File: config.mk
export PLATFORM = sky130hd
export DESIGN_NAME = sent_rx_pulse_decode
export DESIGN_NICKNAME = d
export VERILOG_FILES = /design/src/rtl/sent_rx_pulse_decode.sv
export SDC_FILE = /design/constraint.sdc
export NUM_CORES = 1
export LEC_CHECK = 0
export BUFFER_PORTS_ARGS = -buffer_cell sky130_fd_sc_hd__buf_2
export CORE_ASPECT_RATIO = 0.75
export CORE_MARGIN = 2
export CORE_UTILIZATION = 40
export DETAILED_ROUTE_END_ITERATION = 12
export MAX_ROUTING_LAYER = met4
export SLEW_MARGIN = 5
export SYNTH_ARGS = -nofsm -noshare
export SYNTH_HDL_FRONTEND = slang
export SYNTH_SLANG_ARGS = --single-unit
File: constraint.sdc
create_clock -name clk_rx -period 3.9 [get_ports clk_rx]
set_input_delay 0.975 -clock clk_rx [delete_from_list [all_inputs] [get_ports clk_rx]]
set_output_delay 0.975 -clock clk_rx [all_outputs]
set_load 0.01 [all_outputs]
File: src/rtl/sent_rx_pulse_decode.sv
// SENT receive front end: measures falling-edge spacing in ticks, classifies
// sync / nibble / pause intervals and emits position-tagged nibbles.
module sent_rx_pulse_decode #(
  parameter int TICK_DIV = 10,
  parameter int NUM_DATA = 6
) (
  input  logic       clk_rx,
  input  logic       reset_rx,
  input  logic       enable,
  input  logic       data_pulse,
  output logic [3:0] nibble_out,
  output logic       nibble_valid,
  output logic [2:0] nibble_idx,
  output logic       sync_pulse,
  output logic       frame_done,
  output logic       pulse_error
);

  localparam int DIV_W = (TICK_DIV > 1) ? $clog2(TICK_DIV) : 1;
  localparam logic [DIV_W-1:0] DIV_MAX  = DIV_W'(TICK_DIV - 1);
  localparam logic [DIV_W-1:0] DIV_HALF = DIV_W'(TICK_DIV / 2);
  localparam logic [9:0]       TICK_MAX = 10'd1023;
  localparam logic [2:0]       LAST_DATA = 3'(NUM_DATA);

  typedef enum logic [2:0] {
    S_WAIT_SYNC,
    S_STATUS,
    S_DATA,
    S_CRC,
    S_AFTER_CRC,
    S_PAUSED
  } state_t;

  logic             sync1_q, sync2_q, prev_q, fall_q;
  logic [DIV_W-1:0] div_cnt_q, div_cnt_d;
  logic [9:0]       tick_cnt_q, tick_cnt_d;
  logic             armed_q, armed_d;
  logic             meas_valid, timeout_hit;
  logic [10:0]      interval;
  logic             is_sync, is_nib, is_pause;
  logic [3:0]       nib_value;

  state_t           state_q, state_d;
  logic [2:0]       dcnt_q, dcnt_d;

  logic [3:0]       nibble_out_q, nibble_out_d;
  logic [2:0]       nibble_idx_q, nibble_idx_d;
  logic             nibble_valid_q, nibble_valid_d;
  logic             sync_pulse_q, sync_pulse_d;
  logic             frame_done_q, frame_done_d;
  logic             pulse_error_q, pulse_error_d;

  // Line idles high, so the synchronizer resets to 1 to avoid a false edge.
  always_ff @(posedge clk_rx or posedge reset_rx) begin
    if (reset_rx) begin
      sync1_q <= 1'b1;
      sync2_q <= 1'b1;
      prev_q  <= 1'b1;
      fall_q  <= 1'b0;
    end else begin
      sync1_q <= data_pulse;
      sync2_q <= sync1_q;
      prev_q  <= sync2_q;
      fall_q  <= prev_q & ~sync2_q;
    end
  end

  always_comb begin
    div_cnt_d   = div_cnt_q;
    tick_cnt_d  = tick_cnt_q;
    armed_d     = armed_q;
    meas_valid  = 1'b0;
    timeout_hit = 1'b0;
    if (!enable) begin
      div_cnt_d  = '0;
      tick_cnt_d = '0;
      armed_d    = 1'b0;
    end else if (fall_q) begin
      div_cnt_d  = '0;
      tick_cnt_d = '0;
      armed_d    = 1'b1;
      meas_valid = armed_q;
    end else if (tick_cnt_q == TICK_MAX) begin
      // Saturated: counters freeze until the next edge, timeout fires once.
      timeout_hit = armed_q;
      armed_d     = 1'b0;
    end else if (div_cnt_q == DIV_MAX) begin
      div_cnt_d  = '0;
      tick_cnt_d = tick_cnt_q + 10'd1;
    end else begin
      div_cnt_d = div_cnt_q + 1'b1;
    end
  end

  always_ff @(posedge clk_rx or posedge reset_rx) begin
    if (reset_rx) begin
      div_cnt_q  <= '0;
      tick_cnt_q <= '0;
      armed_q    <= 1'b0;
    end else begin
      div_cnt_q  <= div_cnt_d;
      tick_cnt_q <= tick_cnt_d;
      armed_q    <= armed_d;
    end
  end

  always_comb begin
    interval  = {1'b0, tick_cnt_q} + 11'((div_cnt_q >= DIV_HALF) ? 1 : 0);
    is_sync   = (interval == 11'd56);
    is_nib    = (interval >= 11'd12) && (interval <= 11'd27);
    is_pause  = (interval >= 11'd12) && (interval <= 11'd768) && !is_sync;
    nib_value = 4'(interval - 11'd12);
  end

  always_ff @(posedge clk_rx or posedge reset_rx) begin
    if (reset_rx) begin
      state_q <= S_WAIT_SYNC;
      dcnt_q  <= 3'd0;
    end else begin
      state_q <= state_d;
      dcnt_q  <= dcnt_d;
    end
  end

  always_comb begin
    state_d = state_q;
    dcnt_d  = dcnt_q;
    if (!enable || timeout_hit) begin
      state_d = S_WAIT_SYNC;
    end else if (meas_valid) begin
      case (state_q)
        S_WAIT_SYNC: begin
          if (is_sync) state_d = S_STATUS;
        end
        S_STATUS, S_DATA, S_CRC: begin
          if (is_nib) begin
            if (state_q == S_STATUS) begin
              state_d = S_DATA;
              dcnt_d  = 3'd1;
            end else if (state_q == S_DATA) begin
              if (dcnt_q == LAST_DATA) state_d = S_CRC;
              else                     dcnt_d  = dcnt_q + 3'd1;
            end else begin
              state_d = S_AFTER_CRC;
            end
          end else if (is_sync) begin
            state_d = S_STATUS;
          end else begin
            state_d = S_WAIT_SYNC;
          end
        end
        S_AFTER_CRC: begin
          if (is_sync)       state_d = S_STATUS;
          else if (is_pause) state_d = S_PAUSED;
          else               state_d = S_WAIT_SYNC;
        end
        S_PAUSED: begin
          if (is_sync) state_d = S_STATUS;
          else         state_d = S_WAIT_SYNC;
        end
        default: state_d = S_WAIT_SYNC;
      endcase
    end
  end

  always_comb begin
    nibble_out_d   = nibble_out_q;
    nibble_idx_d   = nibble_idx_q;
    nibble_valid_d = 1'b0;
    sync_pulse_d   = 1'b0;
    frame_done_d   = 1'b0;
    pulse_error_d  = 1'b0;
    if (enable && timeout_hit) begin
      pulse_error_d = 1'b1;
    end else if (enable && meas_valid) begin
      case (state_q)
        S_WAIT_SYNC: begin
          sync_pulse_d = is_sync;
        end
        S_STATUS, S_DATA, S_CRC: begin
          if (is_nib) begin
            nibble_valid_d = 1'b1;
            nibble_out_d   = nib_value;
            if (state_q == S_STATUS)    nibble_idx_d = 3'd0;
            else if (state_q == S_DATA) nibble_idx_d = dcnt_q;
            else begin
              nibble_idx_d = 3'd7;
              frame_done_d = 1'b1;
            end
          end else begin
            pulse_error_d = 1'b1;
            sync_pulse_d  = is_sync;
          end
        end
        S_AFTER_CRC: begin
          sync_pulse_d  = is_sync;
          pulse_error_d = !is_sync && !is_pause;
        end
        S_PAUSED: begin
          sync_pulse_d  = is_sync;
          pulse_error_d = !is_sync;
        end
        default: ;
      endcase
    end
  end

  always_ff @(posedge clk_rx or posedge reset_rx) begin
    if (reset_rx) begin
      nibble_out_q   <= 4'd0;
      nibble_idx_q   <= 3'd0;
      nibble_valid_q <= 1'b0;
      sync_pulse_q   <= 1'b0;
      frame_done_q   <= 1'b0;
      pulse_error_q  <= 1'b0;
    end else begin
      nibble_out_q   <= nibble_out_d;
      nibble_idx_q   <= nibble_idx_d;
      nibble_valid_q <= nibble_valid_d;
      sync_pulse_q   <= sync_pulse_d;
      frame_done_q   <= frame_done_d;
      pulse_error_q  <= pulse_error_d;
    end
  end

  assign nibble_out   = nibble_out_q;
  assign nibble_idx   = nibble_idx_q;
  assign nibble_valid = nibble_valid_q;
  assign sync_pulse   = sync_pulse_q;
  assign frame_done   = frame_done_q;
  assign pulse_error  = pulse_error_q;

endmodule

== Yosys cells after proc, flatten, opt, wreduce, memory -nomap -nowiden ==
Index checks and enable logic that the tools add are counted.

* Input port bits: 4
* Logic and storage cells: 113
* Output and inout port bits: 11
* Register bits after elaboration: 36

* Eq/ne operators: 15
* Bitwise logic cells: 4
* Reductions and logical operators: 19
* Add/subtract/negate cells: 5
* Multiplexer cells: 51
* Magnitude comparators: 4

{| class="wikitable"
|+ Operators by type and width
! kind !! count
|-
| $mux W3 || 14
|-
| $mux W10 || 4
|-
| $mux W1 || 26
|-
| $mux W4 || 4
|-
| $pmux W3 S4 || 1
|-
| $add A10 B1 Y11 || 1
|-
| $eq A11 B6 Y1 const B || 1
|-
| $ge A11 B4 Y1 const B || 1
|-
| $le A11 B10 Y1 const B || 1
|-
| $le A11 B5 Y1 const B || 1
|-
| $add A10 B1 Y10 const B || 1
|-
| $eq A10 B10 Y1 const B || 1
|-
| $eq A3 B3 Y1 const B || 3
|-
| $eq A3 B2 Y1 const B || 2
|-
| $logic_and A1 B1 Y1 || 6
|-
| $ne A3 B1 Y1 const B || 2
|-
| $ne A3 B3 Y1 const B || 2
|-
| $ne A6 B6 Y1 const B || 1
|-
| $reduce_and A6 Y1 || 1
|-
| $reduce_or A3 Y1 || 2
|-
| $add A4 B1 Y4 const B || 1
|-
| $eq A4 B4 Y1 const B || 1
|-
| $ge A4 B3 Y1 const B || 1
|-
| $reduce_and A4 Y1 || 1
|-
| 14 further kinds || 19
|}

== Logic depth before layout (Yosys ltp) ==
* Depth in word-level cells: 11
* Mapped depth: 18
* Mapped depth without buffers: 17

== Least setup slack after synthesis ==
OpenSTA, ideal clock, no wires.

* Path kind: flip-flop to flip-flop
* Start point: register div_cnt_q[1]
* End point: register nibble_out_q[0], in the netlist nibble_out[0]
* Clock period less this slack: 3380 ps
* Arrival: 3255 ps
* Path slack: 520 ps
* Library setup time: 125 ps
* Cell stages (with the launch flop): 18
* Path buffers: 2
* Required time: 3775 ps
* Cells stage by stage: dfrtp_1 inv_1 ha_1 nand2b_1 a21o_1 ha_1 ha_1 buf_6 xnor2_1 ha_1 mux2_2 o311ai_0 nand3b_2 nor2_4 nand2_4 inv_4 buf_12 mux2_4

* Word-level cells in the longest chain between the ends: 6
* Elaborated cells between the ends (all ways): 8
* Classes of those cells: add/sub (2); order compare (3); mux (1); reduce/logical (2)

{| class="wikitable"
|+ Ends and longest elaborated chain
! item !! line !! source
|-
| start: declaration || 35 || <nowiki>logic [DIV_W-1:0] div_cnt_q, div_cnt_d;</nowiki>
|-
| start signal: assignment || 101 || <nowiki>div_cnt_q <= div_cnt_d;</nowiki>
|-
| $ge A4 B3 Y1 (*) || 108 || <nowiki>interval = {1'b0, tick_cnt_q} + 11'((div_cnt_q >= DIV_HALF) ? 1 : 0);</nowiki>
|-
| $mux W1 (*) || 108 ||
|-
| $add A10 B1 Y11 (*) || 108 ||
|-
| $ge A11 B4 Y1 or $le A11 B5 Y1 (tied branches) || 110 || <nowiki>is_nib = (interval >= 11'd12) && (interval <= 11'd27);</nowiki>
|-
| $logic_and A1 B1 Y1 || 110 ||
|-
| $reduce_and A4 Y1 (no source line) || n/a ||
|-
| end signal: assignment || 217 || <nowiki>nibble_out_q <= nibble_out_d;</nowiki>
|-
| end: declaration || 46 || <nowiki>logic [3:0] nibble_out_q, nibble_out_d;</nowiki>
|}

Mark *: on every way between the ends. The rest lies on a longest branch, timed or not.
A chain may end at the register's enable or synchronous reset.

== Worst setup path in the final report ==
* Start point: register div_cnt_q[1]
* End point: register dcnt_q[0]

* Word-level cells in the longest chain between the ends: 6
* Elaborated cells between the ends (all ways): 7
* Classes of those cells: add/sub (1); order compare (3); mux (1); reduce/logical (2)

{| class="wikitable"
|+ Ends and longest elaborated chain
! item !! line !! source
|-
| $ge A4 B3 Y1 (*) || 108 ||
|-
| $mux W1 (*) || 108 ||
|-
| $add A10 B1 Y11 (*) || 108 ||
|-
| $ge A11 B4 Y1 or $le A11 B5 Y1 (tied branches) || 110 ||
|-
| $logic_and A1 B1 Y1 (*) || 110 ||
|-
| $reduce_and A6 Y1 (no source line) (*) || n/a ||
|-
| end signal: assignment || 121 || <nowiki>dcnt_q <= dcnt_d;</nowiki>
|-
| end: declaration || 44 || <nowiki>logic [2:0] dcnt_q, dcnt_d;</nowiki>
|}

Marks and branches as above.

==> summary.txt <==
Run status
  – Run status: finished clean

CTS
  – CTS H-tree depth: 2
  – Worst-path clk slew: 0.07 ns
  – Worst skew pair latency: 0.29 ns
  – Post-cts resize count: 0
  – Hold-fix buffer count after cts: 0
  – CTS tree: built
  – Root Buffer: clkbuf_8
  – CTS Buffer Depth: 2
  – Cts bufs inserted: 5
  – Clk sinks: 36
  – Number of post-CTS setup repair buffers: 0

Synthesis
  – Syn nets: 259
  – Post-synth ARST share: 100%
  – Cell count after synthesis: 244
  – Register bit total from synthesis: 36
  – Synth unique cells: 65
  – Mean Syn Cell Area: 9.64 µm²
  – Seq/Total Area, Yosys: 38.5%
  – Ys flop type: dfrtp_1
  – Yosys warning count: 0
  – Number of synthesized flops with an enable pin: 0
  – Synthesized area: 2350 µm²

Worst setup path
  – CP Data Required Time: 4.08 ns
  – Crit end category: flop
  – Register-to-register path setup slack: 0.29 ns
  – Critical path launch point type: flop
  – Data arrival, critical path: 3.79 ns
  – Worst-path maximum fanout: 13
  – R2r startpoint: div_cnt_q[1]
  – Origin of the worst setup path: div_cnt_q[1]
  – R2r worst-path depth: 16
  – R2r endpoint: dcnt_q[0]
  – Critical path class: reg2reg
  – CP Capture Point: dcnt_q[0]

Floorplanning
  – Initial core utilization: 41.0%
  – Die outline width: 92.6 µm
  – Total die area: 6520 µm²
  – Core area: 5740 µm²
  – Die Y: 70.4 µm
  – # IOs: 15
  – Rows: 24

STA
  – Hold_ws: 0.356 ns
  – Tcrit/Tclk final: 92.5%
  – Slew margin rel.: 52.7%
  – Minimum clock period: 3.61 ns
  – Final setup viols: 0
  – RSZ-0062 raised after global routing: false
  – Slew Viols, Final: 0
  – Setup TNS: 0 ns
  – Worst-margin pin slew: 0.709 ns
  – FMAX: 277 MHz
  – Final hold violation count: 0
  – Max Clock Skew: 0.00596 ns

Global route
  – Remaining global-route overflow: 0
  – Largest net degree at the start of global routing: 20
  – Total track usage: 16.5%
  – Vias in the first global route: 1612
  – First-pass GRT wire length: 8140 µm
  – Initial antenna violation count: 0

Worst hold path
  – Hold crit path type: reg2reg
  – Hold path cells: 0

Placed design
  – Final HPWL DP: 3440 µm
  – PortBufs: 14
  – GPL Wtd Cong: 0.880

Final layout
  – Number of diodes: 0
  – Filler instances: 570
  – Multi-input logic area: 1300 µm²
  – Area Growth Syn to Fin: 7.23%
  – Flip-flop and latch area: 905 µm²
  – Fraction of layout cells with a size suffix above 1: 19.4%
  – Final nets: 266

Detailed routing
  – Drt wl/cell: 14.5 µm
  – Final WL: 4780 µm
  – Vias: 1768
  – Post-route ant nets: 0
  – DR iter-0 viols: 75
  – Pre-antenna DRT Iters: 4
  – Vias/cell: 5.36
  – DRC violations left: 0

Power
  – Peak supply drop: 134 µV
  – P_leak: 1.16 nW
  – Power Density: 278 nW/µm²

Job
  – Max cap viols: 0
==> power breakdown <==
part           switching [mW]  internal [mW]
clock network           0.131          0.161
logic                  0.0179        0.00823
registers             0.00374          0.379
==> logic make-up (layout without fill, tap and decap cells) <==
| logic type | count (synthesis) | after routing | synth area share, % |
|---|---|---|---|
| and+or+nand+nor | 101 | 101 | 23.9 |
| buffers and inverters | 25 | 33 | 6.49 |
| muxes | 10 | 10 | 4.89 |
| DFF | 36 | 36 | 38.5 |
| xor gates and xnor gates | 13 | 13 | 4.84 |
| AOI/OAI and AO/OA | 48 | 48 | 15.5 |
| adders and majority gates | 11 | 11 | 5.85 |
==> worst min path at each step <==
stage,start,to
after detailed placement,sync1_q,sync2_q
after global routing,sync1_q,sync2_q
after floorplan,sync1_q,sync2_q
after global placement,sync1_q,sync2_q
after CTS,sync1_q,sync2_q
final,sync1_q,sync2_q
==> cells in the final DEF (no fill, tap or decap), types with 4 or more instances in the layout <==
master and count:
nor2b_1 5, o21ai_0 9, mux2_2 4, ha_1 11, a21oi_1 7, nand2_1 22
mux2i_1 4, nand4_1 6, nor2_1 23, dfrtp_1 33, a31oi_1 4, clkbuf_8 7
and3_1 4, o22ai_1 4, buf_2 14, inv_1 9, nand2b_1 4, xor2_1 6
xnor2_1 6, nand3_1 8
==> sequential cells by signal (all words and copies together), names as in the netlist <==
register      cells
tick_cnt_q       10
div_cnt_q         4
nibble_out        4
dcnt_q            3
nibble_idx        3
state_q           3
armed_q           1
fall_q            1
frame_done        1
nibble_valid      1
prev_q            1
pulse_error       1
sync1_q           1
sync2_q           1
sync_pulse        1
==> stage by stage <==
step                      util [%]  worst slack (ns)  total power [mW]  cell area [µm²]  cells
after floorplan                  -             0.520             0.408             2350    244
after global placement        42.1             0.339             0.416             2410    322
after detailed placement      42.1             0.214             0.417             2410    322
after CTS                     43.8             0.203             0.713             2510    330
after global routing          44.0           0.00455             0.737             2520    330
final                         44.0             0.293             0.702             2520    330
==> cell usage after synthesis, types with 5 or more instances <==
library cell	number	area share (%)
nand3_1	8	1.7
xor2_1	6	2.2
nor2_1	23	3.7
dfrtp_1	33	35
nor2b_1	5	1.3
inv_1	9	1.4
a21oi_1	7	1.5
o21ai_0	9	1.9
ha_1	11	5.9
nand4_1	6	1.6
xnor2_1	7	2.6
nand2_1	22	3.5
==> worst max-delay path, cell delays in order, from the launching register on <==
cell and delay [ns]:
dfrtp_1 0.38, inv_1 0.07, ha_1 0.22, nand2b_1 0.15, a21o_1 0.19, ha_1 0.25, ha_1 0.33, xnor2_2 0.21
ha_1 0.24, mux2_2 0.27, o311ai_1 0.31, nand3b_2 0.26, nor2_4 0.06, nand2_4 0.09, inv_4 0.08, o21a_1 0.12
mux2_2 0.26
==> layer usage <==
| metal | up-vias | part of all wire (%) | GRT usage (%) |
|---|---|---|---|
| li1 | 892 | - | - |
| met1 | 823 | 52 | 24.9 |
| met2 | 48 | 40 | 21.1 |
| met3 | 5 | 7.2 | 5.61 |
| met4 | 0 | 0.92 | 3.65 |
| met5 | - | 0 | - |
==> layout make-up <==
cell class                 instances  share of cell area, %
multi-input combinational        183                   51.6
sequential                        36                   35.9
clock buffer                       8                   3.97
tap                               78                   3.87
timing repair buffer              15                   3.08
inverter                          10                   1.59
(Power assumes the default switching activity.)
